--- src/rtl/ula_sequencial_pkg.sv ---
// Shared definitions for the sequential ALU slice.
// Contents: ISA opcode map, FSM state type, and a helper that flags the
// opcodes executed by the iterative multiply/divide engine.
package ula_pkg;

    localparam logic [4:0] OP_MOV  = 5'b00010;
    localparam logic [4:0] OP_ADD  = 5'b00100;
    localparam logic [4:0] OP_SUB  = 5'b00101;
    localparam logic [4:0] OP_MUL  = 5'b00110;
    localparam logic [4:0] OP_DIV  = 5'b00111;
    localparam logic [4:0] OP_AND  = 5'b01000;
    localparam logic [4:0] OP_NAND = 5'b01001;
    localparam logic [4:0] OP_OR   = 5'b01010;
    localparam logic [4:0] OP_XOR  = 5'b01011;
    localparam logic [4:0] OP_CMP  = 5'b01100;
    localparam logic [4:0] OP_NOT  = 5'b01101;
    localparam logic [4:0] OP_BEQ  = 5'b01111;
    localparam logic [4:0] OP_BGT  = 5'b10000;
    localparam logic [4:0] OP_BLT  = 5'b10001;
    localparam logic [4:0] OP_BGE  = 5'b10010;
    localparam logic [4:0] OP_BLE  = 5'b10011;

    typedef enum logic [1:0] {
        ST_IDLE = 2'd0,
        ST_ITER = 2'd1,
        ST_DONE = 2'd2
    } ula_estado_t;

    function automatic logic is_iterativo(input logic [4:0] opcode);
        return (opcode == OP_MUL) || (opcode == OP_DIV);
    endfunction

endpackage

--- src/rtl/ula_sequencial_if.sv ---
// Handshake bundle between the control unit (master) and the ALU (slave).
//   in_valid/in_ready   : request handshake, opcode + operands ride with it
//   out_valid/out_ready : result handshake, resultado/data_uc/div_zero ride with it
interface ula_sequencial_if #(
    parameter int unsigned WIDTH = 16
);
    logic                   in_valid;
    logic                   in_ready;
    logic [4:0]             opcode;
    logic [WIDTH-1:0]       operando1;
    logic [WIDTH-1:0]       operando2;
    logic                   out_valid;
    logic                   out_ready;
    logic [2*WIDTH-1:0]     resultado;
    logic                   data_uc;
    logic                   div_zero;

    modport master (
        output in_valid, opcode, operando1, operando2, out_ready,
        input  in_ready, out_valid, resultado, data_uc, div_zero
    );

    modport slave (
        input  in_valid, opcode, operando1, operando2, out_ready,
        output in_ready, out_valid, resultado, data_uc, div_zero
    );
endinterface

--- src/rtl/ula_sequencial_mul_div.sv ---
// Iterative multiply/divide engine, one step per cycle, WIDTH steps.
//   clk_i, rst_i   : clock, synchronous active-high reset
//   start_i        : load operands and begin (is_div_i selects divide)
//   op_a_i, op_b_i : multiplicand/multiplier or dividend/divisor
//   done_o         : high in the cycle whose edge performs the last step
//   produto_o      : 2*WIDTH product; quociente_o/resto_o : divide results
// hi/lo/b registers are shared: MUL uses {hi,lo} as the right-shifting
// partial product (lo starts as multiplier), DIV uses hi as remainder and
// lo as dividend shifting out / quotient shifting in.
module ula_mul_div #(
    parameter int unsigned WIDTH = 16,
    parameter int unsigned CNT_W = $clog2(WIDTH + 1)
) (
    input  logic               clk_i,
    input  logic               rst_i,
    input  logic               start_i,
    input  logic               is_div_i,
    input  logic [WIDTH-1:0]   op_a_i,
    input  logic [WIDTH-1:0]   op_b_i,
    output logic               done_o,
    output logic [2*WIDTH-1:0] produto_o,
    output logic [WIDTH-1:0]   quociente_o,
    output logic [WIDTH-1:0]   resto_o
);
    localparam logic [CNT_W-1:0] ULTIMO = CNT_W'(WIDTH - 1);

    logic [WIDTH-1:0] hi_q, hi_d, lo_q, lo_d, b_q;
    logic [CNT_W-1:0] cnt_q, cnt_d;
    logic             busy_q, busy_d, is_div_q;
    logic [WIDTH:0]   soma, desloc, tentativa;

    assign soma      = {1'b0, hi_q} + (lo_q[0] ? {1'b0, b_q} : '0);
    assign desloc    = {hi_q, lo_q[WIDTH-1]};
    assign tentativa = desloc - {1'b0, b_q};

    always_comb begin
        hi_d   = hi_q;
        lo_d   = lo_q;
        cnt_d  = cnt_q;
        busy_d = busy_q;
        if (start_i) begin
            hi_d   = '0;
            lo_d   = op_a_i;
            cnt_d  = '0;
            busy_d = 1'b1;
        end else if (busy_q) begin
            cnt_d = cnt_q + CNT_W'(1);
            if (cnt_q == ULTIMO) begin
                busy_d = 1'b0;
            end
            if (is_div_q) begin
                // Borrow out of the trial subtraction means "restore".
                if (!tentativa[WIDTH]) begin
                    hi_d = tentativa[WIDTH-1:0];
                    lo_d = {lo_q[WIDTH-2:0], 1'b1};
                end else begin
                    hi_d = desloc[WIDTH-1:0];
                    lo_d = {lo_q[WIDTH-2:0], 1'b0};
                end
            end else begin
                {hi_d, lo_d} = {soma, lo_q[WIDTH-1:1]};
            end
        end
    end

    always_ff @(posedge clk_i) begin
        if (rst_i) begin
            hi_q     <= '0;
            lo_q     <= '0;
            b_q      <= '0;
            cnt_q    <= '0;
            busy_q   <= 1'b0;
            is_div_q <= 1'b0;
        end else begin
            hi_q   <= hi_d;
            lo_q   <= lo_d;
            cnt_q  <= cnt_d;
            busy_q <= busy_d;
            if (start_i) begin
                b_q      <= op_b_i;
                is_div_q <= is_div_i;
            end
        end
    end

    assign done_o      = busy_q && (cnt_q == ULTIMO);
    assign produto_o   = {hi_q, lo_q};
    assign quociente_o = lo_q;
    assign resto_o     = hi_q;

endmodule

--- src/rtl/ula_sequencial.sv ---
// Multi-cycle ALU with valid/ready handshakes on request and result.
//   clock, reset : clock, synchronous active-high reset
//   bus (slave)  : in_valid/in_ready/opcode/operando1/operando2 request,
//                  out_valid/out_ready/resultado/data_uc/div_zero result
// The FSM enters DONE on the accept edge (or the last engine step); the
// result registers and out_valid are written on the first edge spent in
// DONE, which gives the one-cycle / WIDTH+1-cycle result latency.
module ula_sequencial
    import ula_pkg::*;
#(
    parameter int unsigned WIDTH = 16,
    parameter int unsigned CNT_W = $clog2(WIDTH + 1)
) (
    input  logic             clock,
    input  logic             reset,
    ula_sequencial_if.slave  bus
);
    ula_estado_t        state_q, state_d;
    logic [4:0]         opcode_q;
    logic [WIDTH-1:0]   op1_q, op2_q;
    logic               out_valid_q;
    logic [2*WIDTH-1:0] resultado_q, resultado_d;
    logic               data_uc_q, data_uc_d, div_zero_q, div_zero_d;

    logic               accept, div_zero_in, eng_start, eng_done, captura;
    logic [2*WIDTH-1:0] eng_produto;
    logic [WIDTH-1:0]   eng_quo, eng_resto;
    logic [WIDTH:0]     soma, dif;
    logic               neg1, zero1, a_maior, a_menor;

    assign accept      = bus.in_valid && (state_q == ST_IDLE);
    assign div_zero_in = (bus.opcode == OP_DIV) && (bus.operando2 == '0);
    assign eng_start   = accept && is_iterativo(bus.opcode) && !div_zero_in;
    assign captura     = (state_q == ST_DONE) && !out_valid_q;

    ula_mul_div #(
        .WIDTH (WIDTH),
        .CNT_W (CNT_W)
    ) u_mul_div (
        .clk_i       (clock),
        .rst_i       (reset),
        .start_i     (eng_start),
        .is_div_i    (bus.opcode == OP_DIV),
        .op_a_i      (bus.operando1),
        .op_b_i      (bus.operando2),
        .done_o      (eng_done),
        .produto_o   (eng_produto),
        .quociente_o (eng_quo),
        .resto_o     (eng_resto)
    );

    always_comb begin
        state_d = state_q;
        case (state_q)
            ST_IDLE: if (accept) begin
                state_d = (is_iterativo(bus.opcode) && !div_zero_in) ? ST_ITER : ST_DONE;
            end
            ST_ITER: if (eng_done) state_d = ST_DONE;
            ST_DONE: if (out_valid_q && bus.out_ready) state_d = ST_IDLE;
            default: state_d = ST_IDLE;
        endcase
    end

    assign soma    = {1'b0, op1_q} + {1'b0, op2_q};
    assign dif     = {1'b0, op1_q} - {1'b0, op2_q};
    assign neg1    = op1_q[WIDTH-1];
    assign zero1   = (op1_q == '0);
    assign a_maior = $signed(op1_q) > $signed(op2_q);
    assign a_menor = $signed(op1_q) < $signed(op2_q);

    always_comb begin
        resultado_d = '0;
        data_uc_d   = 1'b0;
        div_zero_d  = 1'b0;
        case (opcode_q)
            OP_MOV:  resultado_d = {{WIDTH{1'b0}}, op1_q};
            OP_ADD:  resultado_d = {{(WIDTH-1){1'b0}}, soma};
            OP_SUB:  resultado_d = {{(WIDTH-1){1'b0}}, dif};
            OP_MUL:  resultado_d = eng_produto;
            OP_DIV: begin
                if (op2_q == '0) begin
                    resultado_d = {op1_q, {WIDTH{1'b1}}};
                    div_zero_d  = 1'b1;
                end else begin
                    resultado_d = {eng_resto, eng_quo};
                end
            end
            OP_AND:  resultado_d = {{WIDTH{1'b0}}, op1_q & op2_q};
            OP_NAND: resultado_d = {{WIDTH{1'b0}}, ~(op1_q & op2_q)};
            OP_OR:   resultado_d = {{WIDTH{1'b0}}, op1_q | op2_q};
            OP_XOR:  resultado_d = {{WIDTH{1'b0}}, op1_q ^ op2_q};
            OP_NOT:  resultado_d = {{WIDTH{1'b0}}, ~op1_q};
            OP_CMP: begin
                if (a_maior)      resultado_d = {{(2*WIDTH-1){1'b0}}, 1'b1};
                else if (a_menor) resultado_d = '1;
            end
            OP_BEQ:  data_uc_d = zero1;
            OP_BGT:  data_uc_d = !neg1 && !zero1;
            OP_BLT:  data_uc_d = neg1;
            OP_BGE:  data_uc_d = !neg1;
            OP_BLE:  data_uc_d = neg1 || zero1;
            default: ;
        endcase
    end

    always_ff @(posedge clock) begin
        if (reset) begin
            state_q     <= ST_IDLE;
            opcode_q    <= '0;
            op1_q       <= '0;
            op2_q       <= '0;
            out_valid_q <= 1'b0;
            resultado_q <= '0;
            data_uc_q   <= 1'b0;
            div_zero_q  <= 1'b0;
        end else begin
            state_q <= state_d;
            if (accept) begin
                opcode_q <= bus.opcode;
                op1_q    <= bus.operando1;
                op2_q    <= bus.operando2;
            end
            if (captura) begin
                resultado_q <= resultado_d;
                data_uc_q   <= data_uc_d;
                div_zero_q  <= div_zero_d;
                out_valid_q <= 1'b1;
            end else if (out_valid_q && bus.out_ready) begin
                out_valid_q <= 1'b0;
            end
        end
    end

    assign bus.in_ready  = (state_q == ST_IDLE);
    assign bus.out_valid = out_valid_q;
    assign bus.resultado = resultado_q;
    assign bus.data_uc   = data_uc_q;
    assign bus.div_zero  = div_zero_q;

endmodule

--- src/flat_wrapper.sv ---
// flat-port wrapper written by rule: the top's interface ports become plain ports
module ula_sequencial_flat import ula_pkg::*;
#(
    parameter int unsigned WIDTH = 16,
    parameter int unsigned CNT_W = $clog2(WIDTH + 1)
)
  (clock, reset, bus_in_valid, bus_opcode, bus_operando1, bus_operando2, bus_out_ready, bus_in_ready, bus_out_valid, bus_resultado, bus_data_uc, bus_div_zero);
  ula_sequencial_if #(.WIDTH(WIDTH)) bus_i ();
  input  logic clock;
  input  logic reset;
  input wire logic [$bits(bus_i.in_valid)-1:0] bus_in_valid;
  input wire logic [$bits(bus_i.opcode)-1:0] bus_opcode;
  input wire logic [$bits(bus_i.operando1)-1:0] bus_operando1;
  input wire logic [$bits(bus_i.operando2)-1:0] bus_operando2;
  input wire logic [$bits(bus_i.out_ready)-1:0] bus_out_ready;
  output wire logic [$bits(bus_i.in_ready)-1:0] bus_in_ready;
  output wire logic [$bits(bus_i.out_valid)-1:0] bus_out_valid;
  output wire logic [$bits(bus_i.resultado)-1:0] bus_resultado;
  output wire logic [$bits(bus_i.data_uc)-1:0] bus_data_uc;
  output wire logic [$bits(bus_i.div_zero)-1:0] bus_div_zero;
  assign bus_i.in_valid = bus_in_valid;
  assign bus_i.opcode = bus_opcode;
  assign bus_i.operando1 = bus_operando1;
  assign bus_i.operando2 = bus_operando2;
  assign bus_i.out_ready = bus_out_ready;
  assign bus_in_ready = bus_i.in_ready;
  assign bus_out_valid = bus_i.out_valid;
  assign bus_resultado = bus_i.resultado;
  assign bus_data_uc = bus_i.data_uc;
  assign bus_div_zero = bus_i.div_zero;
  ula_sequencial #(.WIDTH(WIDTH), .CNT_W(CNT_W)) u_core (.clock(clock), .reset(reset), .bus(bus_i));
endmodule
--- config.mk ---
export PLATFORM = sky130hd
export DESIGN_NAME = ula_sequencial_flat
export DESIGN_NICKNAME = d
export VERILOG_FILES = /design/src/rtl/ula_sequencial_pkg.sv /design/src/rtl/ula_sequencial_if.sv /design/src/rtl/ula_sequencial_mul_div.sv /design/src/rtl/ula_sequencial.sv /design/src/flat_wrapper.sv
export SDC_FILE = /design/constraint.sdc
export NUM_CORES = 1
export LEC_CHECK = 0
export CORE_MARGIN = 2
export CORE_UTILIZATION = 40
export CTS_CLUSTER_SIZE = 16
export DETAILED_ROUTE_END_ITERATION = 7
export SLEW_MARGIN = 20
export SYNTH_ARGS = -nofsm -noshare
export SYNTH_HDL_FRONTEND = slang
export SYNTH_SLANG_ARGS = --single-unit
--- constraint.sdc ---
create_clock -name clock -period 8.85 [get_ports clock]
set_input_delay 0.885 -clock clock [delete_from_list [all_inputs] [get_ports clock]]
set_output_delay 0.885 -clock clock [all_outputs]
set_load 0.005 [all_outputs]
* Yosys cells after proc, flatten, opt, wreduce, memory -nomap -nowiden
Cells that the tools add are included.
** Operators by class
- Order comparisons :: 2
- Equal/unequal tests :: 24
- Bitwise logic cells :: 5
- Muxes and demuxes :: 24
- Reductions and logical operators :: 23
- $add $sub $neg :: 5
** Operators with widths (count)
- 32-bit one-hot mux with 11 select lines :: 1
- 16-bit two-way mux :: 6
- 32-bit two-way mux :: 3
- 16-bit logical NOT :: 3
- 5-bit by 4-bit == test with 1-bit output (second input constant) :: 8
- 16-bit inverter :: 2
- 5-bit by 3-bit == test with 1-bit output (second input constant) :: 6
- 5-bit == test (second input constant) :: 4
- 16-bit by 16-bit adder with 17-bit output :: 1
- 16-bit by 17-bit adder with 17-bit output :: 1
- 16-bit by 16-bit subtractor with 17-bit output :: 1
- 17-bit by 16-bit subtractor with 17-bit output :: 1
- 16-bit bitwise AND :: 1
- 16-bit greater-than comparator :: 1
- 16-bit less-than comparator :: 1
- 16-bit OR :: 1
- 16-bit XOR :: 1
- 1-bit logical AND :: 9
- 1-bit two-way mux :: 8
- 2-bit two-way mux :: 4
- 2-bit one-hot mux with 3 select lines :: 1
- 5-bit by 1-bit adder with 5-bit output (second input constant) :: 1
- 5-bit by 2-bit == test with 1-bit output (second input constant) :: 1
- 1-bit one-hot mux with 5 select lines :: 1
- 10 further kinds :: 16
** Word-level totals
- Output and inout bits :: 36
- Input port bits :: 41
- Register bits after elaboration :: 129
- Logic and storage cells :: 97

* Depth between registers and ports, before layout
Gate-level depths: netlist of run 1.
- Depth after elaboration :: 7
- Gate-level depth with buffers :: 12

* Cells and area by module
A second synthesis of run 1 with hierarchy kept.
** Second synthesis, totals
- Cells, all modules :: 1467
- Area total of the unflattened synthesis :: 10820.4 um^2
** By module, submodules not included
- ula_sequencial :: cells each 922, times used 1, area each 6432.4 um^2
- ula_mul_div :: cells each 545, times used 1, area each 4388.0 um^2

* Worst setup path before layout of run 1
OpenSTA, ideal clock, no wires.
- Path kind :: reg2reg
- Start point :: reg u_core.u_mul_div.lo_q[15], in the netlist u_core.u_mul_div.quociente_o[15]
- End point :: reg u_core.u_mul_div.hi_q[14], in the netlist u_core.u_mul_div.resto_o[14]
- Path buffers :: 1
- Arrival :: 2.760 ns
- Slack :: 5.960 ns
- Required time :: 8.720 ns
- Library setup time :: 0.130 ns
- Clock period less this slack :: 2.890 ns
- Cell stages (with the launch flop) :: 13
- Cell sequence :: dfxtp_1 -> inv_1 -> ha_1 -> fa_1 -> nor2b_4 -> o31ai_4 -> a2111oi_2 -> a211o_1 -> nand4_2 -> and3_4 -> buf_6 -> a2111oi_1 -> nor3b_1
** Between the ends
- Word-level cells in the longest chain between the ends :: 3
** Ends and longest elaborated chain
- start: declaration :: RTL line ula_sequencial_mul_div.sv:27 : logic [WIDTH-1:0] hi_q, hi_d, lo_q, lo_d, b_q;
- start signal: assignment :: RTL line ula_sequencial_mul_div.sv:76 : lo_q <= lo_d;
- 17-bit by 16-bit subtractor with 17-bit output :: RTL line ula_sequencial_mul_div.sv:34 : assign tentativa = desloc - {1'b0, b_q};
- 16-bit two-way mux :: RTL line ula_sequencial_mul_div.sv:53 : if (!tentativa[WIDTH]) begin
- 16-bit two-way mux :: RTL line ula_sequencial_mul_div.sv:51 : if (is_div_q) begin
- end signal: assignment :: RTL line ula_sequencial_mul_div.sv:75 : hi_q <= hi_d;
- end: declaration :: RTL line ula_sequencial_mul_div.sv:27
Every way passes these cells.
A chain may end at the register's enable or synchronous reset.

* Final worst setup path of run 1
- Start point :: reg u_core.op1_q[0]
- End point :: reg u_core.resultado_q[14], in the netlist u_core.bus.resultado[14]
** Between the ends
- Word-level cells in the longest chain between the ends :: 4
** Ends and longest elaborated chain
- start: declaration :: RTL line ula_sequencial.sv:20 : logic [WIDTH-1:0] op1_q, op2_q;
- start signal: assignment :: RTL line ula_sequencial.sv:120 : op1_q <= bus.operando1;
- 16-bit less-than comparator :: RTL line ula_sequencial.sv:69 : assign a_menor = $signed(op1_q) < $signed(op2_q);
- 32-bit two-way mux :: RTL line ula_sequencial.sv:95 : else if (a_menor) resultado_d = '1;
- 32-bit two-way mux :: RTL line ula_sequencial.sv:94 : if (a_maior) resultado_d = {{(2*WIDTH-1){1'b0}}, 1'b1};
- 32-bit one-hot mux with 11 select lines * :: RTL line ula_sequencial.sv:75 : case (opcode_q)
- end signal: assignment :: RTL line ula_sequencial.sv:124 : resultado_q <= resultado_d;
- end: declaration :: RTL line ula_sequencial.sv:22 : logic [2*WIDTH-1:0] resultado_q, resultado_d;
Mark *: on every way between the ends. The rest lies on a longest branch, timed or not.

==> impl_metrics.yaml, run 1 <==
timing:
  hold_viol: 0
  rsz0062_at_grt: "no"
  tightestPinTransition_ps: 1095
  setup_tns_ps: 0
  min_period_ps: 3692
  skew_ps: 9.412
  fmax_mhz: 270.8
  drv_slew: 0
  post-route-period-util: 0.4172
  setup_viol: 0
  maxSlewHeadroom: 0.2672
global_routing:
  grt.total_usage: 0.2679
  grt_pass1_wl_um: 54730
  antenna_found_initial: 0
  overflow: 0
  grt_pass1_vias: 9498
  grt_start_max_net_pins: 62
floorplan:
  die_y_um: 161.9
  io_pins: 77
  rows: 57
  die_w_um: 161.9
  coreArea_um2: 24390
  die_area_um2: 26220
  start_util: 0.4090
clock_tree:
  numCtsBuffers: 17
  cts_resized: 0
  cts_hold_buf: 0
  cts_tree: "built"
  cts_buffer_depth: 2
  clock_latency_ps: 430
  clkSlewWorstSetupHoldPaths_ps: 60
  cts_sinks: 129
  htree_levels: 4
  root_buffer: "clkbuf_16"
  post_cts.repair.setup_buffers: 0
drt:
  drt_pre_antenna_iters: 8
  drt_iter0_markers: 889
  routed_wirelength_um: 35470
  via_per_inst: 6.020
  drc: 0
  vias: 10342
  ant_nets: 0
  wire_per_inst_um: 20.64
cells_and_area:
  n_antenna_cell: 0
  final_util: 0.4712
  fillers: 2509
  final_nets: 1511
  syn_to_final_growth_pct: 15.20
  drive_above_1_share: 0.04806
  instances_no_fill: 1718
worst_setup_path:
  path_max_fanout: 16
  startpoint: "u_core.op1_q[0]"
  path_class: "reg -> reg"
  crit_path_start_kind: "flip-flop"
  r2r_cells: 12
  timing.rr.start: "u_core.op1_q[0]"
  cp.required_ps: 9140
  cp.arrival_ps: 3980
  end_kind: "flip-flop"
run_status:
  status: "finished, final reports clean"
synth:
  async_reset_ff_frac: 0
  synth_warnings: 0
  ys_ff_latch: 129
  synth.cell_area_um2: 9977
  synth_edf_count: 0
  synth-simple-area-share: 0.2221
  synth_area_leader_cell: "dfxtp_1"
  ys_types: 82
  yosysTopAreaCellShare: 0.2588
  synth_nets: 1484
  synth_fa_ha_area_frac: 0.1146
  synth_top_family_by_area: "compound AO/OA/AOI/OAI gates"
  synth-xor-area-share: 0.02019
  muxShareOfSynthArea: 0.04026
  synthCells: 1354
  ys.flop_type: "dfxtp_1"
  synth_area_leaders: "dfxtp_1 (26%), ha_1 (11%), a21oi_1 (8.5%)"
  syn_area_per_cell_um2: 7.369
  synth-compound-area-share: 0.2833
  ys_seq_area_frac: 0.2588
min_path:
  hold_path.class: "reg -> reg"
  hp-start: "u_core.bus.resultado[2]"
  min_path_cells: 2
power_and_ir_drop:
  leakagePower_nw: 4.164
  pwr_density_cell_nw_per_um2: 144.1
  peakVddDrop_mv: 0.08131
placement:
  gp_congestion: 0.9348
  port_buffers: 76
  dp_hpwl_um: 25880
  dp_cells: 1686
flow_run:
  maxCapViolCount: 0
per-stage QoR:
stage / total power, mW / instance area, um^2 / hold WS [ps] / setup WS, ps
5_1_grt: 1.724 / 11490 / 468.7 / 4878
6_report: 1.656 / 11490 / 457.4 / 5158
3_5_place_dp: 0.9661 / 10930 / 451.5 / 4943
3_3_place_gp: 0.9642 / 10930 / 446.0 / 5052
2_1_floorplan: 0.8613 / 9977 / 444.7 / 5960
4_1_cts: 1.655 / 11490 / 459.8 / 5267
power breakdown:
group,switching (mW),internal (mW)
Combinational,0.203,0.127
Clock,0.300,0.391
Sequential,0.0375,0.597
Total,0.541,1.12
cell families after synthesis:
logic type | Yosys count
simple gates | 478
compound gates | 439
buf+inv | 156
flops | 129
fa+ha+maj | 89
mux | 40
xor+xnor | 23
registers in the layout, indices dropped and copies added (netlist names):
register,count
u_core.u_mul_div.b_q,16
u_core.opcode_q,5
u_core.bus.div_zero,1
u_core.state_q,2
u_core.u_mul_div.busy_q,1
u_core.u_mul_div.resto_o,16
u_core.bus.out_valid,1
u_core.bus.resultado,32
u_core.op1_q,16
u_core.op2_q,16
u_core.bus.data_uc,1
u_core.u_mul_div.quociente_o,16
u_core.u_mul_div.is_div_q,1
u_core.u_mul_div.cnt_q,5
synthesized netlist by cell type (6+ instances only):
library cell,instances
buf_1,6
o211ai_1,25
or3_1,10
xor2_1,8
nand2_1,218
a21o_1,12
nand2b_1,12
a211oi_1,21
xnor2_1,15
dfxtp_1,129
nor3_1,23
inv_1,71
nor3b_1,6
clkbuf_1,68
a221o_1,6
o221ai_1,7
and3_1,7
o31ai_1,11
a21oi_1,170
a2111oi_0,8
o21a_1,11
o22ai_1,8
o21bai_1,7
nor2b_1,9
o21ai_1,26
o2111ai_1,6
nand3_1,21
ha_1,85
buf_2,7
nor2_1,98
a221oi_1,13
o21ai_0,51
and2_1,22
nor4_1,16
mux2i_1,39
a31oi_1,10
nand4_1,12
metal layers:
layer / track usage / wire (um) / vias up
li1: - / - / 4944
met1: 0.3826 / 16220 / 4889
met2: 0.4093 / 15530 / 442
met3: 0.04111 / 2704 / 67
met4: 0.09493 / 1005 / 0
met5: 0 / 0 / -
path summary, 6_finish.rpt:
kind / endpoint / slack [ps]
worst max register to register: u_core.bus.resultado[14] / 5160
worst max-delay path: u_core.bus.resultado[14] / 5160
worst min-delay path: u_core.bus.resultado[2] / 460
worst min register to register: u_core.bus.resultado[2] / 460
layout by cell type (no fill, tap or decap), types with 13 or more instances in the layout:
master / instances
nand2_1: 218
a21oi_1: 170
dfxtp_1: 128
nor2_1: 97
ha_1: 85
clkdlybuf4s50_1: 75
inv_1: 71
o21ai_0: 51
mux2i_1: 39
o21ai_1: 26
o211ai_1: 25
nor3_1: 23
and2_1: 22
a211oi_1: 21
nand3_1: 21
clkbuf_16: 17
buf_4: 16
nor4_1: 15
xnor2_1: 15
a221oi_1: 13
area by class of cell:
type                       instances  area, um^2  area share
clock buffer                      19       432.9     0.03767
clock inverter                    13       128.9     0.01121
inverter                          73       274.0     0.02384
multi-input combinational       1069        6798      0.5914
sequential                       129        2584      0.2248
tap                              324       405.4     0.03527
timing repair buffer              91       870.8     0.07577
critical path: stages, from the launching register on:
cell	delay [ps]
dfxtp_1	440
inv_1	110
ha_1	230
fa_1	420
nor2_1	150
o221ai_1	190
a211oi_1	440
nor2_1	190
o21bai_2	380
o211ai_1	150
buf_4	220
a2111oi_0	530
o31ai_1	110
(Power assumes the default switching activity.)
==> run 2, diff against run 1 <==
clock period = 3.79 ns   (was 8.85 ns; I/O delays follow)
==> run 2 against run 1 <==
  * Clock skew rose by 3.2 ps
  * Non-clock buffer count rose by 32
  * Count of clock-buffer cells in the layout fell by 1
  * Sequential power rose by 130%
  * Die area did not move
  * Hold slack got worse by 22 ps
  * Via count rose by 1.3%
  * Critical path depth did not move
  * Critical endpoint unchanged
  * Largest cell class unchanged
==> impl_metrics.yaml, run 2 (synthesis results as in run 1) <==
power_and_ir_drop:
  seq_power_share: 0.356
  power.share.combinational: 0.203
  p_switching_mw: 1.287
  p_sw_frac: 0.3125
  pwr_density_cell_nw_per_um2: 348.9
  leakagePower_nw: 4.371
  power.internal_mw: 2.831
  power_frac_clock: 0.441
  peakVddDrop_mv: 0.2678
clock_tree:
  cts_buffer_depth: 2
  htree_levels: 4
  cts_tree: "built"
  post_cts.repair.setup_buffers: 0
  cts_resized: 0
  clock_latency_ps: 430
  clkSlewWorstSetupHoldPaths_ps: 70
  cts_hold_buf: 0
  numCtsBuffers: 17
  cts_sinks: 129
  root_buffer: "clkbuf_16"
floorplan:
  die_w_um: 161.9
  io_pins: 77
  start_util: 0.4090
  coreArea_um2: 24390
  die_area_um2: 26220
  die_y_um: 161.9
  rows: 57
timing:
  whs_ps: 435.3
  rsz0062_at_grt: "no"
  min_period_ps: 3537
  maxSlewHeadroom: 0.3632
  setup_tns_ps: 0
  setup_viol: 0
  skew_ps: 12.57
  drv_slew: 0
  tightestPinTransition_ps: 955.3
  post-route-period-util: 0.9331
  fmax_mhz: 282.8
  hold_viol: 0
cells_and_area:
  fillers: 2498
  drive_above_1_share: 0.07013
  multi_input_comb_area_um2: 6798
  final_cell_mix: "nand2_1 (218), a21oi_1 (170), dfxtp_1 (128), nor2_1 (97), ha_1 (85)"
  seqCellArea_um2: 2584
  final_common_cell: "nand2_1"
  largest_reg_flops: 32
  n_antenna_cell: 0
  syn_to_final_growth_pct: 18.30
  final_nets: 1543
global_routing:
  grt_start_max_net_pins: 51
  antenna_found_initial: 0
  grt_pass1_wl_um: 57570
  grt_pass1_vias: 9884
  grt.total_usage: 0.2842
  overflow: 0
worst_setup_path:
  cp_top_family: "compound AO/OA/AOI/OAI gates"
  slowest_delay_ps: 440
  timing.rr.start: "u_core.op1_q[0]"
  cp_slowest_cell: "a211oi_1"
  path_cells: "inv_1, ha_1, fa_1, nor2_1, o221ai_1, a211oi_1, nor2_1, o21bai_2, o211ai_1, buf_4, a2111oi_0, o31ai_1"
  cp.buffers_inverters: 2
  r2r-end: "u_core.bus.resultado[14]"
  ff2ff_setup_slack_ps: 250
  path_common_cell: "nor2_1"
  end_kind: "flip-flop"
  r2r_cells: 12
  cp.required_ps: 4090
  path_class: "reg -> reg"
  cp.arrival_ps: 3840
  crit_path_start_kind: "flip-flop"
  path_max_fanout: 14
run_status:
  status: "finished, final reports clean"
drt:
  drt_pre_antenna_iters: 5
  routed_wirelength_um: 37350
  vias: 10473
  wire_per_inst_um: 21.34
  via_per_inst: 5.985
  drc: 0
  drt_iter0_markers: 1078
  ant_nets: 0
placement:
  port_buffers: 76
  gp_congestion: 0.9660
  dp_hpwl_um: 27750
min_path:
  hold_path.class: "in -> reg"
  hp-start: "reset"
  worstHoldEndpoint: "u_core.u_mul_div.quociente_o[2]"
  min_path_cells: 2
flow_run:
  maxCapViolCount: 0
-- run 2: worst reg2reg max path: stages, from the launching register on --
cell,delay (ps)
dfxtp_1,430
inv_1,90
ha_1,220
fa_1,410
nor2_1,150
o221ai_1,190
a211oi_1,440
nor2_1,180
o21bai_2,310
o211ai_1,230
buf_4,250
a2111oi_0,410
o31ai_1,100
-- run 2: layout make-up --
cell class | instances | area share
repair buffers | 123 | 0.09414
multi-input cells | 1069 | 0.5760
inverters | 73 | 0.02322
clock buffers | 18 | 0.03636
well taps | 324 | 0.03435
flip-flops and latches | 129 | 0.2189
clock inverters | 14 | 0.01707
-- run 2: power groups by stage --
stage               registers (mW)  clock network (mW)  logic (mW)
floorplan                     1.47                   0       0.546
global placement              1.49                   0       0.815
detailed placement            1.49                   0       0.814
CTS                           1.46                1.84       0.819
global route                  1.47                1.89       0.911
finish                        1.47                1.82       0.836
-- run 2: per-stage QoR --
stage               setup WS (ps)  cells    util  area [um^2]  power, mW
CTS                         372.5   1750  0.4839        11800      4.122
floorplan                   899.7   1354       -         9977      2.011
detailed placement          397.4   1718  0.4580        11170      2.306
global placement            531.1   1718  0.4580        11170      2.306
global route                100.5   1750  0.4839        11800      4.272
finish                      253.4   1750  0.4839        11800      4.118
-- run 2: routing by layer --
layer / part of all wire / vias to the layer above / track usage
li1: - / 5001 / -
met1: 0.46 / 4932 / 0.3997
met2: 0.43 / 458 / 0.4304
met3: 0.079 / 82 / 0.05490
met4: 0.035 / 0 / 0.1070
met5: 0 / - / 0
-- run 2: worst max-delay path by stage --
stage	start	to	slack [ps]	cells past startpoint
3_3_place_gp	u_core.u_mul_div.quociente_o[0]	u_core.u_mul_div.resto_o[13]	530	12
6_report	u_core.op1_q[0]	u_core.bus.resultado[14]	250	12
3_5_place_dp	u_core.op1_q[0]	u_core.bus.resultado[14]	400	12
4_1_cts	u_core.op1_q[0]	u_core.bus.resultado[14]	370	12
5_1_grt	u_core.op1_q[0]	u_core.bus.resultado[5]	100	12
2_1_floorplan	u_core.u_mul_div.quociente_o[15]	u_core.u_mul_div.resto_o[14]	900	12
==> run 3, diff against run 2 <==
SYNTH_HIERARCHICAL = 1   (was unset)
==> run 3 against run 2 <==
  * Area after synthesis up 8.5%
  * Register-to-register slack better by 110 ps
  * Sequential cell count unchanged
  * Die area up 8.2%
  * Final cell count up 5.0%
  * Clock skew down 2.7 ps
  * Critical path depth down 2
  * Synthesized cell count up 8.3%
  * Largest cell class unchanged
==> impl_metrics.yaml, run 3 <==
floorplan:
  die_area_um2: 28380
  die_w_um: 168.5
  start_util: 0.4049
  coreArea_um2: 26730
  rows: 60
  die_y_um: 168.5
  io_pins: 77
cells_and_area:
  final_util: 0.4628
  instances_no_fill: 1838
  final_common_cell: "nand2_1"
  drive_above_1_share: 0.08016
  largest_reg_flops: 32
  n_antenna_cell: 0
  final_nets: 1614
  final_cell_mix: "nand2_1 (181), a21oi_1 (139), nor2_1 (137), dfxtp_1 (128), ha_1 (84)"
  syn_to_final_growth_pct: 14.32
synth:
  synthCells: 1467
  ys.flop_type: "dfxtp_1"
  synth.cell_area_um2: 10820
  synth_area_leaders: "dfxtp_1 (24%), ha_1 (9.7%), a21oi_1 (6.5%)"
  synth_common_cells: "nand2_1 (181), a21oi_1 (140), nor2_1 (140)"
  async_reset_ff_frac: 0
  ys_types: 92
  synth_area_leader_cell: "dfxtp_1"
  ys_seq_area_frac: 0.2387
  yosysTopAreaCellShare: 0.2387
  ys_ff_latch: 129
  synth_nets: 1596
  syn_area_per_cell_um2: 7.376
  yosysMostFrequentCell: "nand2_1"
  synth_edf_count: 0
  synth_warnings: 6
worst_setup_path:
  crit_path_start_kind: "flip-flop"
  path_cells: "inv_1, ha_1, nor4_2, inv_1, a211o_1, o211a_1, buf_4, a21o_1, nor4_1, o21ai_1"
  cp.required_ps: 4080
  path_class: "reg -> reg"
  end_kind: "flip-flop"
  slowest_delay_ps: 710
  path_common_cell: "inv_1"
  path_max_fanout: 22
  cp_slowest_cell: "nor4_2"
  r2r-end: "u_core/bus.resultado[0]"
  cp.arrival_ps: 3720
  timing.rr.start: "u_core/op1_q[15]"
  ff2ff_setup_slack_ps: 360
  r2r_cells: 10
drt:
  drt_iter0_markers: 1365
  drt_pre_antenna_iters: 6
  routed_wirelength_um: 39050
  wire_per_inst_um: 21.24
  drc: 0
  vias: 11064
  via_per_inst: 6.020
  ant_nets: 0
power_and_ir_drop:
  pwr_density_cell_nw_per_um2: 338.3
  power.total_mw: 4.185
  peakVddDrop_mv: 0.1950
  power.share.combinational: 0.227
  seq_power_share: 0.351
  power_frac_clock: 0.422
  power.internal_mw: 2.844
  leakagePower_nw: 4.603
  p_sw_frac: 0.3203
  p_switching_mw: 1.340
global_routing:
  grt.total_usage: 0.2705
  grt_pass1_wl_um: 59120
  antenna_found_initial: 0
  grt_pass1_vias: 10104
  overflow: 0
  grt_start_max_net_pins: 74
timing:
  rsz0062_at_grt: "no"
  hold_viol: 0
  skew_ps: 9.830
  setup_viol: 0
  setup_ws_ps: 360.9
  drv_slew: 0
  min_period_ps: 3429
  setup_tns_ps: 0
  tightestPinTransition_ps: 956.2
  maxSlewHeadroom: 0.3587
  fmax_mhz: 291.6
  post-route-period-util: 0.9048
placement:
  dp_hpwl_um: 30050
  port_buffers: 76
  dp_slack_ps: 189.4
  gp_congestion: 0.9495
  dp_cells: 1807
clock_tree:
  root_buffer: "clkbuf_16"
  numCtsBuffers: 17
  htree_levels: 4
  cts_hold_buf: 0
  cts_tree: "built"
  cts_resized: 0
  clock_latency_ps: 430
  clkSlewWorstSetupHoldPaths_ps: 60
  post_cts.repair.setup_buffers: 0
  cts_buffer_depth: 2
  cts_sinks: 129
min_path:
  worstHoldEndpoint: "u_core/u_mul_div/b_q[13]"
  hold_path.class: "in -> reg"
  hp-start: "reset"
  min_path_cells: 2
flow_run:
  maxCapViolCount: 0
run_status:
  status: "finished, final reports clean"
run 3: cell types whose count changed in the layout (fill, tap and decap cells not counted), sizes merged, moves of 7 or more:
cell / delta
nand2: -36
a211oi: +24
o21ai: +33
nand2b: +12
a21oi: -29
a21o: +12
xnor2: +15
a221oi: +14
xor2: +7
nor2: +43
o211ai: -8
run 3: metrics by stage:
step | instance area, um^2 | hold WS, ps
detailed placement | 11750 | 444.1
finish | 12370 | 324.3
CTS | 12360 | 309.7
global placement | 11750 | 436.3
global route | 12370 | 336.3
floorplan | 10820 | 446.0
run 3: power groups by stage:
| stage | combinational, mW | clock (mW) | sequential [mW] |
|---|---|---|---|
| 3_5_place_dp | 0.920 | 0 | 1.50 |
| 6_report | 0.949 | 1.77 | 1.47 |
| 5_1_grt | 1.03 | 1.84 | 1.47 |
| 4_1_cts | 0.924 | 1.79 | 1.47 |
| 3_3_place_gp | 0.915 | 0 | 1.50 |
| 2_1_floorplan | 0.653 | 0 | 1.46 |
run 3: area by class of cell:
cell class	instances	area [um^2]
sequential	129	2584
timing repair buffer	126	1144
multi-input combinational	1131	7298
clock buffer	21	470.5
clock inverter	10	146.4
tap	341	426.7
fill	2693	14360
inverter	80	300.3
run 3: critical path, delay by kind of cell (launching register included):
kind,cells,cell delay (ps)
AND/OR/NAND/NOR,2,1060
flip-flops,1,510
adder cells (fa/ha/maj),1,380
buffers and inverters,3,570
AO/OA/AOI/OAI,4,790
run 3: logic make-up (layout without fill, tap and decap cells):
kind of cell	count (synthesis)	after routing	synth area share
AOI/OAI and AO/OA	473	473	0.2846
xor gates and xnor gates	45	45	0.03642
adders and majority gates	88	88	0.1045
buffers and inverters	207	237	0.08938
DFF	129	129	0.2387
muxes	42	42	0.04024
and+or+nand+nor	483	483	0.2062
run 3: per-layer routing:
layer,vias up,part of all wire,global-route usage
li1,5241,-,-
met1,5216,0.46,0.3906
met2,555,0.42,0.3985
met3,52,0.093,0.05588
met4,0,0.030,0.09370
met5,-,0,0
run 3: how the worst max path moves through the flow:
stage,from,end,slack [ps],depth (start not counted)
global placement,u_core/op1_q[15],u_core/bus.resultado[8],320,9
detailed placement,u_core/op1_q[15],u_core/bus.resultado[0],190,10
finish,u_core/op1_q[15],u_core/bus.resultado[0],360,10
CTS,u_core/op1_q[15],u_core/bus.resultado[0],170,10
global route,u_core/op1_q[9],u_core/bus.resultado[8],260,9
floorplan,u_core/u_mul_div/quociente_o[0],u_core/u_mul_div/resto_o[13],1000,12
==> patch 1 (flow settings as in run 2) <==
`WIDTH` is set to 16 in 4 places; all go to 32.
--- a/src/rtl/ula_sequencial_if.sv
+++ b/src/rtl/ula_sequencial_if.sv
@@ -2,7 +2,7 @@
 //   in_valid/in_ready   : request handshake, opcode + operands ride with it
 //   out_valid/out_ready : result handshake, resultado/data_uc/div_zero ride with it
 interface ula_sequencial_if #(
-    parameter int unsigned WIDTH = 16
+    parameter int unsigned WIDTH = 32
 );
     logic                   in_valid;
     logic                   in_ready;
--- a/src/rtl/ula_sequencial_mul_div.sv
+++ b/src/rtl/ula_sequencial_mul_div.sv
@@ -8,7 +8,7 @@
 // partial product (lo starts as multiplier), DIV uses hi as remainder and
 // lo as dividend shifting out / quotient shifting in.
 module ula_mul_div #(
-    parameter int unsigned WIDTH = 16,
+    parameter int unsigned WIDTH = 32,
     parameter int unsigned CNT_W = $clog2(WIDTH + 1)
 ) (
     input  logic               clk_i,
--- a/src/rtl/ula_sequencial.sv
+++ b/src/rtl/ula_sequencial.sv
@@ -8,7 +8,7 @@
 module ula_sequencial
     import ula_pkg::*;
 #(
-    parameter int unsigned WIDTH = 16,
+    parameter int unsigned WIDTH = 32,
     parameter int unsigned CNT_W = $clog2(WIDTH + 1)
 ) (
     input  logic             clock,
--- a/src/flat_wrapper.sv
+++ b/src/flat_wrapper.sv
@@ -1,7 +1,7 @@
 // flat-port wrapper written by rule: the top's interface ports become plain ports
 module ula_sequencial_flat import ula_pkg::*;
 #(
-    parameter int unsigned WIDTH = 16,
+    parameter int unsigned WIDTH = 32,
     parameter int unsigned CNT_W = $clog2(WIDTH + 1)
 )
   (clock, reset, bus_in_valid, bus_opcode, bus_operando1, bus_operando2, bus_out_ready, bus_in_ready, bus_out_valid, bus_resultado, bus_data_uc, bus_div_zero);
Interface: changed (resized bus_operando1, bus_operando2 and bus_resultado); port bits go from 77 to 141. No check against the original RTL was run, so the function may have changed too.
==> patch 1 against run 2 <==
Critical path depth unchanged; highest routed layer unchanged; total power increased by 100%; non-clock buffer count increased by 159; count of clock-buffer cells in the layout increased by 32; critical path type unchanged; worst setup slack improved by 0.014 ns; sequential cell count increased by 113; area after synthesis increased by 96%; wire length increased by 130%; cell area increased by 98%.
==> patch 1: results (changes against run 2) <==
Final clock-cell share -> 5.27% (-0.072 points)
final WL -> 86700 um (+130%)
Synth Area in Adders -> 11.0% (-0.50 points)
Sequential Power Share -> 32.2% (-3.4 points)
GRT met3 Usage -> 6.26% (+0.77 points)
combinational power -> 2150 uW (+160%)
Seq/total area -> 20.7% (-1.2 points)
GP Congestion -> 1.03 (+6.8%)
distinct cell type count after synthesis -> 85 (+3.7%)
met1 wire length -> 37300 um (+120%)
share of post-route cells with drive strength above 1 -> 8.96% (+2.0 points)
WL met3 -> 7070 um (+140%)
global-route usage over all layers -> 33.6% (+5.2 points)
Non-clk invs -> 147 (+100%)
bufs w/o clock -> 282 (+130%)
Final #Nets -> 3062 (+98%)
dpl ws -> 0.342 ns (-0.0554 ns)
register area share after synthesis -> 24.8% (-1.1 points)
status -> finished, final reports clean
critical path's largest stage delay -> 0.55 ns (+0.11 ns)
max reg flops -> 64 (+100%)
CP arrival -> 3.96 ns (+0.12 ns)
post-synthesis xor/xnor area fraction -> 3.85% (+1.8 points)
CP Max Fanout -> 6 (-8)
proportion of synthesized area in mux cells -> 5.28% (+1.3 points)
reg2reg start -> u_core.op2_q[1]
vias in the first global route -> 20200 (+100%)
Mapped Cells -> 2686 (+98%)
Max-slew headroom -> 31.8% (-4.5 points)
Compound-Gate Fraction of Synth Area -> 29.4% (+1.1 points)
maximum vdd ir drop -> 0.289 mV (+7.8%)
non-clk buf share -> 10.8% (+1.4 points)
htree depth -> 2 (-2)
ranking of synthesized cells by area -> dfxtp_1 (25%), a21oi_1 (11%), ha_1 (11%), nand2_1 (7.8%), mux2i_1 (4.4%)
reg2reg end -> u_core.bus.resultado[29]
Max Clock Skew -> 0.0269 ns (+0.0143 ns)
post-DP HPWL -> 66300 um (+140%)
met1 GRT Util -> 45.1% (+5.1 points)
via density per instance -> 6.07 (+1.5%)
clk_lat worst skew -> 0.57 ns (+0.14 ns)
Buffers on Ports -> 140 (+84%)
DRT iter0 DRCs -> 2506 (+130%)
Pwr Density -> 361 nW/um^2 (+3.3%)
filler instances -> 4898 (+96%)
Post-synth top cells -> a21oi_1 (422), nand2_1 (404), dfxtp_1 (242)
syn_nets -> 2928 (+97%)
Initial DRT Pass Iterations -> 6 (+1)
-- patch 1: cell types whose count changed after synthesis, moves of 20 or more --
cell | run 2 | this run
nor2_1 | 98 | 181
ha_1 | 85 | 165
o21ai_0 | 51 | 127
inv_1 | 71 | 147
mux2i_1 | 39 | 86
a21oi_1 | 170 | 422
nand2_1 | 218 | 404
dfxtp_1 | 129 | 242
xnor2_1 | 15 | 62
clkbuf_1 | 68 | 142
o211ai_1 | 25 | 52
a211oi_1 | 21 | 41
-- patch 1: through the flow --
stage	cell area [um^2]	hold slack, ns
final	23400	0.143
after global routing	23400	0.156
after CTS	23400	0.138
after detailed placement	22200	0.449
after global placement	22200	0.442
after floorplan	19600	0.445
-- patch 1: kinds of logic after synthesis --
| group | Yosys count |
|---|---|
| AO/OA/AOI/OAI | 918 |
| XOR/XNOR | 85 |
| adder cells (fa/ha/maj) | 169 |
| buffers and inverters | 331 |
| flip-flops | 242 |
| multiplexers | 101 |
| AND/OR/NAND/NOR | 840 |
==> patch 2 (config.mk and constraints of run 2) <==
Made on the original files. Make the reset (`reset` and `rst_i`) asynchronous in 2 clocked blocks. Comments in the files are not updated.
--- a/src/rtl/ula_sequencial_mul_div.sv
+++ b/src/rtl/ula_sequencial_mul_div.sv
@@ -63,7 +63,7 @@
         end
     end
 
-    always_ff @(posedge clk_i) begin
+    always_ff @(posedge clk_i or posedge rst_i) begin
         if (rst_i) begin
             hi_q     <= '0;
             lo_q     <= '0;
--- a/src/rtl/ula_sequencial.sv
+++ b/src/rtl/ula_sequencial.sv
@@ -103,7 +103,7 @@
         endcase
     end
 
-    always_ff @(posedge clock) begin
+    always_ff @(posedge clock or posedge reset) begin
         if (reset) begin
             state_q     <= ST_IDLE;
             opcode_q    <= '0;
Formal check against the unedited RTL: differs if reset is asserted again (counterexample within 4 cycles, from zero or initial values and one cycle with reset high); with reset held inactive, the same outputs for 10 cycles.
==> patch 2 against run 2 <==
Non-clock buffer count shrank 13; global-route usage shrank 2.2 points; area after synthesis grew 1.4%; sequential cell count is the same; clock skew grew 0.0011 ns; sequential share of layout area grew 5.3 points; via count shrank 7.8%; cell area grew 0.78%; wire length shrank 8.2%; worst setup slack gained 0.035 ns; die area grew 1.4%; highest routed layer unchanged.
Power is left out: it rests on default switching activity, and per cell area and clock period it moved more than threefold.
==> patch 2: results (changes against run 2) <==
status -> finished, final reports clean
DRT iter0 DRCs -> 1125 (+4.4%)
distinct cell type count after synthesis -> 69 (-16%)
global-route usage over all layers -> 26.2% (-2.2 points)
FF-to-FF path depth -> 12 (unchanged)
largest net degree at the start of global routing -> 71 (+39%)
Max Clock Skew -> 0.0137 ns (+0.00109 ns)
GP Congestion -> 0.914 (-5.4%)
Buffers on Ports -> 76 (unchanged)
htree depth -> 4 (unchanged)
Compound-Gate Fraction of Synth Area -> 25.3% (-3.0 points)
placed cell count -> 1613 (-6.1%)
max reg flops -> 32 (unchanged)
worst slew pin tran -> 0.963 ns (+0.00789 ns)
CTS Buf Count -> 17 (unchanged)
post-CTS setup buffers -> 0 (unchanged)
Async SR Flop Fraction -> 100% (+100 points)
Synth Area in Adders -> 11.3% (-0.16 points)
Mapped Cells -> 1245 (-8.1%)
syn_nets -> 1375 (-7.3%)
Ys Warns -> 0 (unchanged)
share of post-route cells with drive strength above 1 -> 6.77% (-0.24 points)
post-synthesis xor/xnor area fraction -> 3.19% (+1.2 points)
first-pass GRT wire length -> 52900 um (-8.1%)
register area share after synthesis -> 31.9% (+6.0 points)
Resize count post-CTS -> 0 (unchanged)
top_reg_cell synth -> dfrtp_1
Initial DRT Pass Iterations -> 5 (unchanged)
Longest Clk Path Bufs -> 2 (unchanged)
post-DP HPWL -> 25900 um (-6.6%)
clk_lat worst skew -> 0.44 ns
via density per instance -> 5.87 (-1.9%)
CTS clk-pin slew, worst paths -> 0.07 ns (about the same)
placed cell area -> 11300 um^2 (+1.4%)
Root Driver -> clkbuf_16
Post-synth top cells -> nand2_1 (148), o21ai_0 (138), dfrtp_1 (129)
initial antenna violation count -> 1 (+1)
vias in the first global route -> 8969 (-9.3%)
ranking of synthesized cells by area -> dfrtp_1 (32%), ha_1 (11%), o21ai_0 (6.8%), nand2_1 (5.5%), mux2i_1 (4.3%)
antenna cells -> 0 (unchanged)
Hold Crit Class -> flop to flop
vias -> 9660 (-7.8%)
CP Max Fanout -> 13 (-1)
CP arrival -> 3.81 ns (-0.03 ns)
dpl ws -> 0.336 ns (-0.0618 ns)
hold depth -> 2 (unchanged)
proportion of synthesized area in mux cells -> 5.48% (+1.5 points)
final WL -> 34300 um (-8.2%)
==> patch 2: changes by cell type after synthesis, sizes merged, moves of 7 or more <==
cell / change
xnor2: +8
mux2: +10
clkbuf: -9
nand2: -70
o21ai: +89
a22o: +17
a21o: +7
o211ai: -19
nand3: -9
or3: -7
dfrtp: +129
a21oi: -86
dfxtp: -129
==> patch 2: worst paths after layout <==
check | startpoint | slack (ns) | to
max | u_core.u_mul_div.quociente_o[0] | 0.29 | u_core.u_mul_div.resto_o[13]
min | u_core.bus.resultado[2] | 0.47 | u_core.bus.resultado[2]
max reg2reg | u_core.u_mul_div.quociente_o[0] | 0.29 | u_core.u_mul_div.resto_o[13]
min reg2reg | u_core.bus.resultado[2] | 0.47 | u_core.bus.resultado[2]
max in group asynchronous | reset | 2.49 | u_core.u_mul_div.busy_q
min in group asynchronous | reset | 0.50 | u_core.bus.resultado[28]
==> patch 2: routing by layer <==
metal  track usage (%)  vias to the layer above  part of all wire (%)
li1                  -                     4571                     -
met1              39.0                     4655                    47
met2              39.1                      394                    43
met3              4.22                       40                   8.0
met4              7.44                        0                   1.7
met5                 0                        -                     0
==> patch 2: final cells by class <==
type	instances	area, um^2
Clock buffer	17	425
Clock inverter	15	143
Fill cell	2473	13100
Inverter	75	285
Multi-Input combinational cell	969	6350
Sequential cell	129	3230
Tap cell	330	413
Timing Repair Buffer	110	1050
==> patch 2: worst max-delay path, stage by stage (launching register included) <==
cell and delay, ns:
dfrtp_1 0.52, and2_1 0.21, ha_1 0.25, fa_1 0.46, a211oi_1 0.27, o21a_1 0.18, o21ai_1 0.11, o41a_1 0.38
a221oi_1 0.42, xor2_1 0.17, o21ai_0 0.08, a311oi_1 0.25, nor3_1 0.08
